--- config.mk ---
export PLATFORM = sky130hd
export DESIGN_NAME = pipe_mem
export DESIGN_NICKNAME = d
export VERILOG_FILES = /design/src/rtl/pipe_mem.sv
export SDC_FILE = /design/constraint.sdc
export NUM_CORES = 1
export LEC_CHECK = 0
export CAP_MARGIN = 20
export CORE_ASPECT_RATIO = 0.9
export CORE_MARGIN = 2
export CORE_UTILIZATION = 40
export DETAILED_ROUTE_END_ITERATION = 8
export DONT_BUFFER_PORTS = 1
export PLACE_DENSITY_LB_ADDON = 0.25
export SLEW_MARGIN = 20
export SYNTH_ARGS = -nofsm -noshare
export SYNTH_HDL_FRONTEND = slang
export SYNTH_SLANG_ARGS = --single-unit
--- constraint.sdc ---
create_clock -name clk -period 1.8 [get_ports clk]
set_input_delay 0.54 -clock clk [delete_from_list [all_inputs] [get_ports clk]]
set_output_delay 0.54 -clock clk [all_outputs]
set_load 0.01 [all_outputs]
--- src/rtl/pipe_mem.sv ---
// Memory-access stage: one data access per execute result, lane steering,
// load extension and a registered valid/ready result toward writeback.
module pipe_mem #(
   parameter int REG_SZ = 32,
   parameter int ADDR_W = 32
) (
   input  logic              clk,
   input  logic              rst,
   input  logic              in_valid,
   output logic              in_ready,
   input  logic [REG_SZ-1:0] ans_in,
   input  logic [REG_SZ-1:0] dout_in,
   input  logic [1:0]        rw_e_in,
   input  logic [1:0]        rw_len_in,
   input  logic              ld_uns_in,
   input  logic              wb_e_in,
   input  logic [4:0]        wb_idx_in,
   output logic              mem_req,
   output logic              mem_we,
   output logic [ADDR_W-1:0] mem_addr,
   output logic [3:0]        mem_be,
   output logic [REG_SZ-1:0] mem_wdata,
   input  logic [REG_SZ-1:0] mem_rdata,
   input  logic              mem_ack,
   output logic              out_valid,
   input  logic              out_ready,
   output logic              wb_e_out,
   output logic [4:0]        wb_idx_out,
   output logic [REG_SZ-1:0] wb_data_out,
   output logic              misalign
);

   typedef enum logic [1:0] {IDLE, MEM, OUT} state_t;

   state_t            state, state_nx;
   logic              xfer;
   logic              acc;
   logic              aligned;
   logic              go_mem;
   logic              mis;
   logic [3:0]        be_in;
   logic [REG_SZ-1:0] wdata_in;

   logic [REG_SZ-1:0] ans_q;
   logic [1:0]        len_q;
   logic              uns_q;
   logic              ld_q;
   logic              wb_e_q;

   logic [7:0]        ld_b;
   logic [15:0]       ld_h;
   logic [REG_SZ-1:0] ld_ext;

   always_comb begin
      acc      = (rw_e_in == 2'b01) || (rw_e_in == 2'b10);
      aligned  = 1'b0;
      be_in    = 4'b1111;
      wdata_in = dout_in;
      unique case (rw_len_in)
         2'b00: begin
            aligned  = 1'b1;
            be_in    = 4'b0001 << ans_in[1:0];
            wdata_in = {4{dout_in[7:0]}};
         end
         2'b01: begin
            aligned  = ~ans_in[0];
            be_in    = ans_in[1] ? 4'b1100 : 4'b0011;
            wdata_in = {2{dout_in[15:0]}};
         end
         2'b10: begin
            aligned  = (ans_in[1:0] == 2'b00);
            be_in    = 4'b1111;
            wdata_in = dout_in;
         end
         default: begin
            aligned  = 1'b0;
            be_in    = 4'b1111;
            wdata_in = dout_in;
         end
      endcase
      go_mem = acc & aligned;
      mis    = acc & ~aligned;
   end

   // load lane selection works off the latched byte address
   always_comb begin
      ld_b = 8'h00;
      unique case (ans_q[1:0])
         2'd0: ld_b = mem_rdata[7:0];
         2'd1: ld_b = mem_rdata[15:8];
         2'd2: ld_b = mem_rdata[23:16];
         2'd3: ld_b = mem_rdata[31:24];
         default: ld_b = 8'h00;
      endcase
      ld_h = ans_q[1] ? mem_rdata[31:16] : mem_rdata[15:0];
      unique case (len_q)
         2'b00: ld_ext = {{24{~uns_q & ld_b[7]}}, ld_b};
         2'b01: ld_ext = {{16{~uns_q & ld_h[15]}}, ld_h};
         default: ld_ext = mem_rdata;
      endcase
   end

   always_ff @(posedge clk or negedge rst) begin
      if (!rst) state <= IDLE;
      else      state <= state_nx;
   end

   always_comb begin
      state_nx = state;
      in_ready = 1'b0;
      unique case (state)
         IDLE:    in_ready = 1'b1;
         OUT:     in_ready = out_ready;
         default: in_ready = 1'b0;
      endcase
      xfer = in_valid & in_ready;
      if (xfer)
         state_nx = go_mem ? MEM : OUT;
      else if (state == MEM && mem_ack)
         state_nx = OUT;
      else if (state == OUT && out_ready)
         state_nx = IDLE;
   end

   always_ff @(posedge clk or negedge rst) begin
      if (!rst) begin
         mem_req     <= 1'b0;
         mem_we      <= 1'b0;
         mem_addr    <= '0;
         mem_be      <= 4'b0000;
         mem_wdata   <= '0;
         out_valid   <= 1'b0;
         wb_e_out    <= 1'b0;
         wb_idx_out  <= 5'd0;
         wb_data_out <= '0;
         misalign    <= 1'b0;
         ans_q       <= '0;
         len_q       <= 2'b00;
         uns_q       <= 1'b0;
         ld_q        <= 1'b0;
         wb_e_q      <= 1'b0;
      end else if (xfer) begin
         ans_q      <= ans_in;
         len_q      <= rw_len_in;
         uns_q      <= ld_uns_in;
         ld_q       <= (rw_e_in == 2'b01);
         wb_e_q     <= wb_e_in;
         wb_idx_out <= wb_idx_in;
         if (go_mem) begin
            mem_req   <= 1'b1;
            mem_we    <= (rw_e_in == 2'b10);
            mem_addr  <= {ans_in[ADDR_W-1:2], 2'b00};
            mem_be    <= be_in;
            mem_wdata <= wdata_in;
            out_valid <= 1'b0;
            misalign  <= 1'b0;
         end else begin
            // faulted accesses never write back
            out_valid   <= 1'b1;
            wb_data_out <= ans_in;
            wb_e_out    <= wb_e_in & ~mis;
            misalign    <= mis;
         end
      end else if (state == MEM && mem_ack) begin
         mem_req     <= 1'b0;
         mem_we      <= 1'b0;
         out_valid   <= 1'b1;
         wb_e_out    <= wb_e_q;
         wb_data_out <= ld_q ? ld_ext : ans_q;
         misalign    <= 1'b0;
      end else if (state == OUT && out_ready) begin
         out_valid <= 1'b0;
         misalign  <= 1'b0;
      end
   end

endmodule

# Word-level counts from Yosys, hierarchy flattened
# Index checks and enable logic that the tools add are counted.
# word_totals
input_bits,112
out_inout_bits,111
wordCells,83
ff_bits,147
# classes
n_reduce_logical,13
n_shift,1
n_mux,31
n_eq_ne,12
n_bitwise,10
# ops
cell,count
$mux 32,4
$pmux 32 s2,2
$pmux 8 s4,1
$mux 16,1
$mux 1,15
$eq 2x1->1 const B,5
$eq 2x2->1 const B,5
$logic_not 2->1,5
$mux 2,4
$pmux 4 s2,1
$and 1x1->1,6
$reduce_and 2->1,3
$mux 4,1
$not 1->1,4
$shl 1x2->4 const A,1
$pmux 1 s3,1
$reduce_bool 3->1,1
$logic_and 1x1->1,2
$ne 2x1->1 const B,1
$ne 2x2->1 const B,1
$pmux 1 s2,1
$reduce_bool 2->1,1
$logic_or 1x1->1,1

# Longest topological paths before layout
# depth
depth_word,8
depth_mapped,9
ltp_nobuf,7

# Worst setup path after synthesis
# OpenSTA, ideal clock, no wires.
# synth_timing
path_kind,input -> register
from,input rw_e_in[0]
to,register wb_data_out[21]
setup_ns,0.127
slack_ns,-0.054
required_ns,1.673
arrival_time_ns,1.727
n_path_buf,1
cell_stages,7
cell_sequence,inv_1 ha_1 inv_1 o21ai_1 mux2i_4 buf_2 a221o_2
# synth_via
elab_chain_len,5
elab_cells_between_ends,6
classes_between,eq/ne (3); bitwise (1); reduce/logical (2)
# synth_lines
item,line,rtl
"start, declared",13,"input logic [1:0] rw_e_in,"
$eq 2x1->1 / $eq 2x2->1 (equally long branches),55,acc = (rw_e_in == 2'b01) || (rw_e_in == 2'b10);
$logic_or 1x1->1 *,55,
$and 1x1->1 *,81,go_mem = acc & aligned;
$ne 2x2->1 (no source line) *,--,
$reduce_and 2->1 (no source line) *,--,
"end signal, assigned",160,wb_data_out <= ans_in;
"end signal, assigned",169,wb_data_out <= ld_q ? ld_ext : ans_q;
"end, declared",29,"output logic [REG_SZ-1:0] wb_data_out,"
# Mark *: on every way between the ends. The rest lies on a longest branch, timed or not.
# A chain may end at the register's enable or synchronous reset.

# Worst setup path in the final report
# layout_timing
from,register ans_q[1]
to,register wb_data_out[31]
# layout_via
elab_chain_len,7
elab_cells_between_ends,12
classes_between,eq/ne (3); mux (6); bitwise (2); reduce/logical (1)
# layout_lines
item,line,rtl
"start, declared",44,logic [REG_SZ-1:0] ans_q;
"start signal, assigned",143,ans_q <= ans_in;
$eq 2x2->1 (tied with other cells),88,unique case (ans_q[1:0])
$pmux 8 s4,88,
$and 1x1->1,97,"2'b00: ld_ext = {{24{~uns_q & ld_b[7]}}, ld_b};"
$pmux 32 s2 *,96,unique case (len_q)
$mux 32 *,169,
$mux 32 *,164,end else if (state == MEM && mem_ack) begin
$mux 32 *,142,end else if (xfer) begin
# Mark *: on every way between the ends. The rest lies on a longest branch, timed or not. The select of a mux whose other input is x is not followed.

==> results.json <==
{
  "outcome": "finished, violations left",
  "violations": "negative hold slack",
  "initial_utilization_pct": 40.79,
  "rows": 45,
  "htreeDepth": 4,
  "reg2reg_to": "wb_data_out[31]$_DFFE_PN0P_",
  "r2r_start": "ans_q[1]$_DFFE_PN0P_",
  "numCtsBuffers": 17,
  "muxShareOfSynthArea_pct": 11.51,
  "pwr-share-comb_pct": 32.1,
  "ys_warn_count": 0,
  "syn_inst": 685,
  "yosys.area_share.simple_pct": 13.06,
  "cellPowerDensity_nw_per_um2": 1860,
  "seqPwrFrac_pct": 43.9,
  "dr.pass1.iters": 5,
  "cpMaxStageDelayCell": "dfrtp_2",
  "area_delta_synth_final_pct": 18.25,
  "cts_sinks": 146,
  "crit_type": "flop to flop",
  "synth_compound_area_share_pct": 18.13,
  "hpwl_um": 14470,
  "core_area_um2": 16890,
  "ys_seq_area_share_pct": 53.03,
  "r2r_setup_slack_ps": 40,
  "setup_viol": 0,
  "switching_power_mw": 5.602,
  "worstPathCellList": "nor3_2 -> or4_4 -> o221a_4 -> a21oi_1 -> a221o_1",
  "slew_violations": 0,
  "antenna_left": 0,
  "ys.flop_type": "dfrtp_1",
  "sw_frac_of_total_pct": 36.96,
  "post_drt_via_cell_ratio": 5.764,
  "antenna_found_initial": 0,
  "synth.distinct_cells": 52,
  "r2r_cells": 5,
  "drc": 0,
  "path_clk_slew_ps": 60,
  "routedWlPerCell_um": 21.34,
  "endpoint": "wb_data_out[31]$_DFFE_PN0P_",
  "diodes": 0,
  "yosysTopAreaCell": "dfrtp_1",
  "cp.required_ps": 2160,
  "syn_area_um2": 6889,
  "synth_top_family_by_area": "compound AO/OA/AOI/OAI gates",
  "async_flop_share_pct": 100.0,
  "wl_um": 19870,
  "synth_top_area_share_pct": 53.03,
  "synth_most_common_cell": "nand2_1",
  "ys_ff_latch": 146,
  "vdd_ir_drop_max_v": 0.0007826,
  "fp.dieW_um": 142.3,
  "start_kind": "flop",
  "cts-root-buf": "clkbuf_16",
  "grt_usage_pct": 21.50,
  "vias": 5366,
  "clock_path_buffers": 2,
  "fin_crit_ps": 1764,
  "routabilityCongestion": 0.8586,
  "setup_ws_ps": 36.13,
  "yosys.area_share.adder_pct": 0.3632,
  "p_leak_nw": 3.787,
  "holdWs_ps": -188.0,
  "die_area_um2": 18290,
  "drt_iter0_drc": 474,
  "max_stage_delay_ps": 480,
  "startpoint": "ans_q[1]$_DFFE_PN0P_",
  "post-route-period-util_pct": 97.99,
  "end_kind": "flop",
  "grt_pass1_wl_um": 30050,
  "drive_above_1_share_pct": 22.36,
  "fin_worst_skew_ps": 7.470,
  "maxCapViolations": 0,
  "avgSynthCellArea_um2": 10.06,
  "grt_pass1_vias": 5365,
  "place_area_um2": 7435,
  "post-place-ws_ps": -120.7,
  "synth.area.top_cells": "dfrtp_1 (53%), nand2_1 (9.6%), mux2_2 (6.5%)",
  "max_freq_mhz": 566.9,
  "grt_max_degree": 147,
  "min_path_type": "input pin to async pin",
  "synth_commonest_cells": "nand2_1 (177), dfrtp_1 (146), o21ai_0 (67), mux2_2 (40), mux2i_1 (32)",
  "critPathMaxFanout": 10,
  "fin_nets": 822,
  "clock_latency_ps": 420,
  "cp.arrival_ps": 2120,
  "synth_edf_count": 0,
  "port_buffers": 0,
  "fp.dieH_um": 128.5,
  "io_pins": 223,
  "internal-power_mw": 9.554,
  "clkPwrFrac_pct": 23.9,
  "synthXorXnorAreaFrac_pct": 0,
  "fin_area_um2": 8147,
  "overflow": 0,
  "hold_violations": 146,
  "cts_tree": "yes",
  "rsz0062_at_grt": "yes"
}
-- worst min-delay path by stage --
stage / cells after the start / to / slack [ps]
after global routing: 0 / mem_addr[17]$_DFFE_PN0P_ / -210
after detailed placement: 0 / mem_addr[17]$_DFFE_PN0P_ / 250
after CTS: 0 / mem_addr[17]$_DFFE_PN0P_ / -200
after global placement: 0 / mem_addr[17]$_DFFE_PN0P_ / 250
final: 0 / mem_addr[17]$_DFFE_PN0P_ / -190
after floorplan: 0 / ans_q[0]$_DFFE_PN0P_ / 240
-- worst max-delay path, delay by kind of cell, from the launching register on --
family	cells	cell delay [ps]
flip-flops	1	480
AND/OR/NAND/NOR	2	550
AO/OA/AOI/OAI	3	660
-- metrics by stage --
| step | utilization, % | setup TNS (ps) | cells | total power, mW |
|---|---|---|---|---|
| after floorplan | - | -602.1 | 686 | 9.582 |
| after global placement | 44.01 | -5829 | 896 | 11.11 |
| after detailed placement | 44.01 | -5096 | 896 | 11.31 |
| after CTS | 47.64 | -10.25 | 928 | 15.01 |
| after global routing | 48.23 | -106.5 | 931 | 16.09 |
| final | 48.23 | 0 | 931 | 15.16 |
-- power groups by stage --
stage	Combinational (mW)	Sequential [mW]	Clock, mW
4_1_cts	4.67	6.65	3.68
5_1_grt	5.39	6.86	3.83
2_1_floorplan	3.33	6.26	0
6_report	4.87	6.66	3.63
3_3_place_gp	4.45	6.65	0
3_5_place_dp	4.61	6.69	0
-- layout by cell type (no fill, tap or decap), types with 2 or more instances in the layout --
cell          n
a21o_1        7
a21oi_1      27
a21oi_2       2
a221o_1       7
a221o_2       8
a221oi_1      3
a22o_1       19
a22oi_1       2
a2bb2oi_1    12
a31oi_1       2
buf_12        9
buf_4        39
buf_6         4
bufinv_16     3
clkbuf_16    17
clkinv_2      4
clkinv_4      2
clkinvlp_4    2
conb_1        2
dfrtp_1     142
dfrtp_2       4
ha_1          2
inv_1         9
inv_6         2
mux2_2       39
mux2i_1      31
nand2_1     176
nand2b_1      3
nand3_1       2
nor2_1       23
nor2b_1       3
nor3_2        2
o21ai_0      64
o21ai_1       3
o21ai_2       2
o221a_4       2
o221ai_1     10
o31ai_1       2
-- sequential cells by signal, indices dropped and copies added, names as in the netlist --
signal and count:
wb_idx_out 5, mem_be 4, mem_we 1, wb_e_q 1, wb_e_out 1, len_q 2
misalign 1, state 2, wb_data_out 32, uns_q 1, mem_wdata 32, mem_req 1
ld_q 1, mem_addr 30, ans_q 32
-- logic make-up after synthesis --
| logic type | Yosys count |
|---|---|
| simple gates | 222 |
| mux | 73 |
| fa+ha+maj | 2 |
| flops | 146 |
| other cells | 1 |
| compound gates | 182 |
| buf+inv | 59 |
-- area by class of cell --
cell class | count | area [um^2]
fillers | 1583 | 8745
inverters | 9 | 33.78
clock inverters | 13 | 160.2
clock buffers | 18 | 439.2
multi-input cells | 482 | 3073
well taps | 211 | 264.0
flip-flops and latches | 146 | 3659
repair buffers | 52 | 518.0
-- repair_timing --
item,4_1_cts,5_1_grt
pin swaps,0,2
setup buffers,1,2
endpoints found under the setup margin,16,32
resized for setup,3,23
cloned,0,1
endpoints found under the hold margin,146,146
-- per-layer routing --
| layer | track usage (%) | part of all wire [%] | vias to the layer above |
|---|---|---|---|
| li1 | - | - | 2465 |
| met1 | 27.84 | 42 | 2607 |
| met2 | 33.13 | 46 | 260 |
| met3 | 8.150 | 10 | 34 |
| met4 | 7.921 | 2.6 | 0 |
| met5 | 0 | 0 | - |
Power figures use the tool's default switching activity.
